## config.mk

```make
export PLATFORM = sky130hd
export DESIGN_NAME = mux_scan_ctrl
export DESIGN_NICKNAME = d
export VERILOG_FILES = /design/src/rtl/mux_scan_ctrl.sv
export SDC_FILE = /design/constraint.sdc
export NUM_CORES = 1
export LEC_CHECK = 0
export ABC_CLOCK_PERIOD_IN_PS = 1900
export CAP_MARGIN = 20
export CELL_PAD_IN_SITES_DETAIL_PLACEMENT = 0
export CELL_PAD_IN_SITES_GLOBAL_PLACEMENT = 2
export CORE_UTILIZATION = 30
export CTS_BUF_LIST = sky130_fd_sc_hd__clkbuf_16
export DETAILED_ROUTE_END_ITERATION = 8
export HOLD_SLACK_MARGIN = 0.08
export PLACE_DENSITY = 0.83
export RECOVER_POWER = 25
export SYNTH_ARGS = -nofsm -noshare
export SYNTH_HDL_FRONTEND = slang
export SYNTH_SLANG_ARGS = --single-unit
```

## constraint.sdc

```tcl
create_clock -name clk -period 1.9 [get_ports clk]
set_input_delay 0.19 -clock clk [delete_from_list [all_inputs] [get_ports clk]]
set_output_delay 0.19 -clock clk [all_outputs]
set_load 0.01 [all_outputs]
```

## src/rtl/mux_scan_ctrl.sv

```systemverilog
// ============================================================================
// Module   : mux_scan_ctrl
// Brief    : Holds a byte on the 8:1 mux inputs and scans its select line.
// Revision : 1.0
// ============================================================================
`default_nettype none

module mux_scan_ctrl #(
    parameter int DIV       = 4,
    parameter bit MSB_FIRST = 1'b0
) (
    input  logic       clk,
    input  logic       rst,
    input  logic [7:0] in_data,
    input  logic       in_valid,
    output logic       in_ready,
    input  logic       abort,
    output logic [7:0] x,
    output logic [2:0] sel,
    output logic       busy,
    output logic       bit_strobe,
    output logic       done
);

    localparam int              CW        = (DIV > 1) ? $clog2(DIV) : 1;
    localparam logic [CW-1:0]   LAST_CNT  = CW'(DIV - 1);
    localparam logic [2:0]      START_SEL = MSB_FIRST ? 3'd7 : 3'd0;

    localparam logic [1:0] S_IDLE = 2'd0;
    localparam logic [1:0] S_SCAN = 2'd1;
    localparam logic [1:0] S_DONE = 2'd2;

    logic [1:0]    state_q, state_d;
    logic [CW-1:0] cnt_q, cnt_d;
    logic [2:0]    bit_q, bit_d;
    logic [7:0]    x_q, x_d;
    logic [2:0]    sel_q, sel_d;
    logic          in_ready_q, in_ready_d;
    logic          busy_q, busy_d;
    logic          strobe_q, strobe_d;
    logic          done_q, done_d;

    logic          w_last_cnt;
    assign w_last_cnt = (cnt_q == LAST_CNT);

    always_ff @(posedge clk or posedge rst) begin
        if (rst) begin
            state_q    <= S_IDLE;
            cnt_q      <= '0;
            bit_q      <= 3'd0;
            x_q        <= 8'h00;
            sel_q      <= START_SEL;
            in_ready_q <= 1'b1;
            busy_q     <= 1'b0;
            strobe_q   <= 1'b0;
            done_q     <= 1'b0;
        end else begin
            state_q    <= state_d;
            cnt_q      <= cnt_d;
            bit_q      <= bit_d;
            x_q        <= x_d;
            sel_q      <= sel_d;
            in_ready_q <= in_ready_d;
            busy_q     <= busy_d;
            strobe_q   <= strobe_d;
            done_q     <= done_d;
        end
    end

    always_comb begin
        state_d = state_q;
        case (state_q)
            S_IDLE: if (in_valid) state_d = S_SCAN;
            S_SCAN: begin
                if (abort)                             state_d = S_IDLE;
                else if (w_last_cnt && bit_q == 3'd7)  state_d = S_DONE;
            end
            S_DONE:  state_d = S_IDLE;
            default: state_d = S_IDLE;
        endcase
    end

    // Counters, held word and select; sel freezes on the last index of a scan.
    always_comb begin
        cnt_d = cnt_q;
        bit_d = bit_q;
        x_d   = x_q;
        sel_d = sel_q;
        case (state_q)
            S_IDLE: begin
                sel_d = START_SEL;
                if (in_valid) begin
                    x_d   = in_data;
                    cnt_d = '0;
                    bit_d = 3'd0;
                end
            end
            S_SCAN: begin
                if (abort) begin
                    sel_d = START_SEL;
                    cnt_d = '0;
                    bit_d = 3'd0;
                end else if (w_last_cnt) begin
                    cnt_d = '0;
                    if (bit_q != 3'd7) begin
                        bit_d = bit_q + 3'd1;
                        sel_d = MSB_FIRST ? (sel_q - 3'd1) : (sel_q + 3'd1);
                    end
                end else begin
                    cnt_d = cnt_q + CW'(1'b1);
                end
            end
            default: sel_d = START_SEL;
        endcase
    end

    // Outputs are registered from the next state so they align with it.
    always_comb begin
        in_ready_d = (state_d == S_IDLE);
        busy_d     = (state_d == S_SCAN);
        done_d     = (state_d == S_DONE);
        strobe_d   = (state_d == S_SCAN) && (cnt_d == LAST_CNT);
    end

    assign in_ready   = in_ready_q;
    assign busy       = busy_q;
    assign done       = done_q;
    assign bit_strobe = strobe_q;
    assign x          = x_q;
    assign sel        = sel_q;

endmodule

`default_nettype wire

```

==> summary.json <==
{
  "synth_area": {"value": 938.4, "unit": "sq um"},
  "rows": {"value": 19},
  "finalWeightedCongestion": {"value": 0.6899},
  "final_net_count": {"value": 119},
  "timing.hold.ws": {"value": 0.5073, "unit": "ns"},
  "worst_pin_slew": {"value": 1.148, "unit": "ns"},
  "detail-route-antenna-nets": {"value": 0},
  "dp.final_hpwl": {"value": 1.329, "unit": "mm"},
  "finalInstanceArea": {"value": 1356, "unit": "sq um"},
  "report.final.slew_viol_count": {"value": 0},
  "synthTopCellsByCount": {"value": "sky130_fd_sc_hd__dfrtp_1, sky130_fd_sc_hd__mux2_2, sky130_fd_sc_hd__nor2_1, sky130_fd_sc_hd__ha_1, sky130_fd_sc_hd__mux2i_1"},
  "post_synth_num_cell_types": {"value": 24},
  "total_neg_setup_slack": {"value": 0, "unit": "ns"},
  "crit_chain": {"value": "ha_1 > ha_1 > nor2b_1 > o21ba_2 > mux2_2"},
  "cts_made_buffers": {"value": 3},
  "dominantRegCellSynth": {"value": "sky130_fd_sc_hd__dfrtp_1"},
  "placed_cells": {"value": 129},
  "setup_repair_after_global_routing_missed_its_margin": {"value": "no"},
  "total_routing_resource_utilization_after_global_routing": {"value": 12.41, "unit": "%"},
  "core_area": {"value": 2853, "unit": "sq um"},
  "r2r_start": {"value": "bit_q[0]"},
  "critical_path_arrival": {"value": 1.81, "unit": "ns"},
  "synth.top_cell.area_share": {"value": 56.00, "unit": "%"},
  "layout-drive-gt1-share": {"value": 18.63, "unit": "%"},
  "mappedNetlistNets": {"value": 86},
  "maxCapViolations": {"value": 0},
  "ctsRootBufferMaster": {"value": "sky130_fd_sc_hd__clkbuf_16"},
  "synth-seq-area-share": {"value": 58.80, "unit": "%"},
  "power.static_leakage": {"value": 0.6073, "unit": "nW"},
  "timing.critical_path.max_delay_family": {"value": "adder cells"},
  "cts_repair_resize_count": {"value": 0},
  "detail_route.iter0.violations": {"value": 19},
  "post-cts-setup-buffers": {"value": 0},
  "worst_hold_path.num_cells": {"value": 1},
  "cts_num_sinks": {"value": 22},
  "timing_worst_setup_path_type": {"value": "flip-flop to flip-flop"},
  "synthesis.instances": {"value": 70},
  "critical-path-max-stage-delay": {"value": 0.39, "unit": "ns"},
  "antennaDiodeCount": {"value": 0},
  "worst_clock_skew": {"value": 0.003283, "unit": "ns"},
  "timing.critical_path.mode_cell": {"value": "sky130_fd_sc_hd__ha_1"},
  "dieHeight": {"value": 57.93, "unit": "microns"},
  "num_vias": {"value": 640},
  "dpl_cell_area": {"value": 1255, "unit": "sq um"},
  "hold_path.class": {"value": "flip-flop to flip-flop"},
  "grt_first_pass_wirelength": {"value": 3.146, "unit": "mm"},
  "post_drt_via_cell_ratio": {"value": 4.812},
  "min_delay_worst_endpoint": {"value": "x[1]"},
  "critical_path.reg2reg.endpoint": {"value": "bit_q[0]"},
  "post_layout_nonfiller_instances": {"value": 133},
  "layout.filler_cells": {"value": 260},
  "first_global_vias": {"value": 708},
  "port_buffers": {"value": 26},
  "synth-seq-cells": {"value": 22},
  "timing.reg2reg.setup_slack": {"value": 0.23, "unit": "ns"},
  "h-tree-depth": {"value": 1},
  "grt_overflow_total": {"value": 0},
  "start_util": {"value": 32.89, "unit": "%"},
  "clock_latency": {"value": 0.25, "unit": "ns"},
  "avgRoutedWirePerCell": {"value": 13.48, "unit": "microns"},
  "path_max_fanout": {"value": 5},
  "area_growth_syn_to_layout": {"value": 44.53, "unit": "%"},
  "crit_path_top_delay_cell": {"value": "sky130_fd_sc_hd__dfrtp_1"},
  "timing.fmax": {"value": 0.5992, "unit": "GHz"},
  "synth_area_per_cell": {"value": 13.41, "unit": "sq um"},
  "synth_top_cell_by_area": {"value": "sky130_fd_sc_hd__dfrtp_1"},
  "outcome": {"value": "complete, but fails checks"},
  "cellPowerDensity": {"value": 1013, "unit": "nW/um^2"},
  "ys_async_sr_fraction": {"value": 100.0, "unit": "%"},
  "reg2reg_depth": {"value": 5},
  "cts.clk_slew.worst_paths": {"value": 0.06, "unit": "ns"},
  "design.portCount": {"value": 27},
  "detailedRoute.firstPassIterationCount": {"value": 8},
  "layout_worst_path_cycle_share": {"value": 87.84, "unit": "%"},
  "yosysWarnings": {"value": 0},
  "die_x": {"value": 57.93, "unit": "microns"},
  "cts_tree": {"value": "done"},
  "dieArea": {"value": 3356, "unit": "sq um"},
  "fin_util": {"value": 47.54, "unit": "%"},
  "worst-path-buf-inv": {"value": 0},
  "crit_required": {"value": 2.04, "unit": "ns"},
  "violated_checks": {"value": "design-rule violations"},
  "max-clock-path-buffers": {"value": 2},
  "final.min_clock_period": {"value": 1.669, "unit": "ns"},
  "relSlewSlack": {"value": 23.47, "unit": "%"},
  "maximum_number_of_pins_on_one_net_before_global_route_repair": {"value": 23},
  "grt_antenna_before_repair": {"value": 0},
  "cts_hold_buf": {"value": 0},
  "synth_edf_count": {"value": 0},
  "post_synth_main_area_contributors": {"value": "sky130_fd_sc_hd__dfrtp_1, sky130_fd_sc_hd__mux2_2, sky130_fd_sc_hd__ha_1"},
  "hold_path_startpoint": {"value": "x[1]"},
  "setup.worst_path.end_class": {"value": "flip-flop"},
  "worst_setup_path_start_kind": {"value": "flip-flop"},
  "final-hold-violation-count": {"value": 0},
  "yosys.cell_count.top_type": {"value": "sky130_fd_sc_hd__dfrtp_1"},
  "drt_total_wl": {"value": 1.793, "unit": "mm"},
  "detail_route.drc_violations": {"value": 5},
  "maximum_ir_drop_on_the_vdd_rail": {"value": 0.3446, "unit": "mV"},
  "setup_viol": {"value": 0}
}
==> per-layer routing <==
metal / vias up / global-route usage, % / share of wire (%)
li1: 306 / - / -
met1: 306 / 15.78 / 46
met2: 26 / 20.03 / 45
met3: 2 / 4.688 / 8.3
met4: 0 / 3.061 / 0.45
met5: - / 0 / 0
==> through the flow <==
stage	total power [mW]	setup slack (ns)
2_1_floorplan	0.6765	0.2516
3_3_place_gp	0.7997	0.2618
3_5_place_dp	0.8095	0.2124
4_1_cts	1.396	0.2172
5_1_grt	1.435	0.1219
6_report	1.374	0.2310
==> worst reg2reg max path, stage by stage (launching register included) <==
cell and delay [ns]:
sky130_fd_sc_hd__dfrtp_1 0.39, sky130_fd_sc_hd__ha_1 0.20, sky130_fd_sc_hd__ha_1 0.23, sky130_fd_sc_hd__nor2b_1 0.19, sky130_fd_sc_hd__o21ba_2 0.20, sky130_fd_sc_hd__mux2_2 0.34
==> layout make-up <==
cell class              count  area [sq um]  share of cell area (%)
clock buffers               3         75.07                   5.535
multi-input cells          44         370.4                   27.31
flip-flops and latches     22         551.8                   40.68
inverters                   3         11.26                  0.8303
repair buffers             29         279.0                   20.57
clock inverters             1         30.03                   2.214
well taps                  31         38.79                   2.860
==> layout by cell type (no fill, tap or decap), drive strengths merged, types with 2 or more instances in the layout <==
cell type,netlist,routed
mux2,9,9
and3,2,2
a21oi,2,2
inv,3,3
nor2,7,7
dfrtp,21,21
clkbuf,0,4
ha,4,4
nor3b,2,2
nand2,3,3
mux2i,4,4
buf,1,2
clkdlybuf4s50,0,25
==> kinds of logic after synthesis <==
group	share of synthesized area [%]
flip-flops	58.80
buffers and inverters	1.733
adder cells (fa/ha/maj)	5.334
XOR/XNOR	1.867
AND/OR/NAND/NOR	12.54
AO/OA/AOI/OAI	4.668
multiplexers	15.07
==> worst max-delay path by stage <==
stage                to  depth (start not counted)  startpoint
6_report       bit_q[0]                          5    bit_q[0]
5_1_grt        bit_q[1]                          3         rst
4_1_cts        bit_q[0]                          5    bit_q[0]
3_5_place_dp       x[0]                          3    in_valid
3_3_place_gp   bit_q[0]                          5    bit_q[0]
2_1_floorplan  bit_q[0]                          5    bit_q[0]
==> state kept, by name, summed over array words and instances, names as in the netlist <==
signal,flops
busy,1
sel,3
bit_q,3
done,1
cnt_q,2
state_q,2
in_ready,1
x,8
bit_strobe,1
==> power by group <==
part / switching, mW / internal (mW) / leakage, nW
Sequential: 0.0316 / 0.524 / 0.278
Combinational: 0.0933 / 0.148 / 0.278
Clock: 0.159 / 0.418 / 0.0511
Total: 0.284 / 1.09 / 0.607
Power figures use the tool's default switching activity.
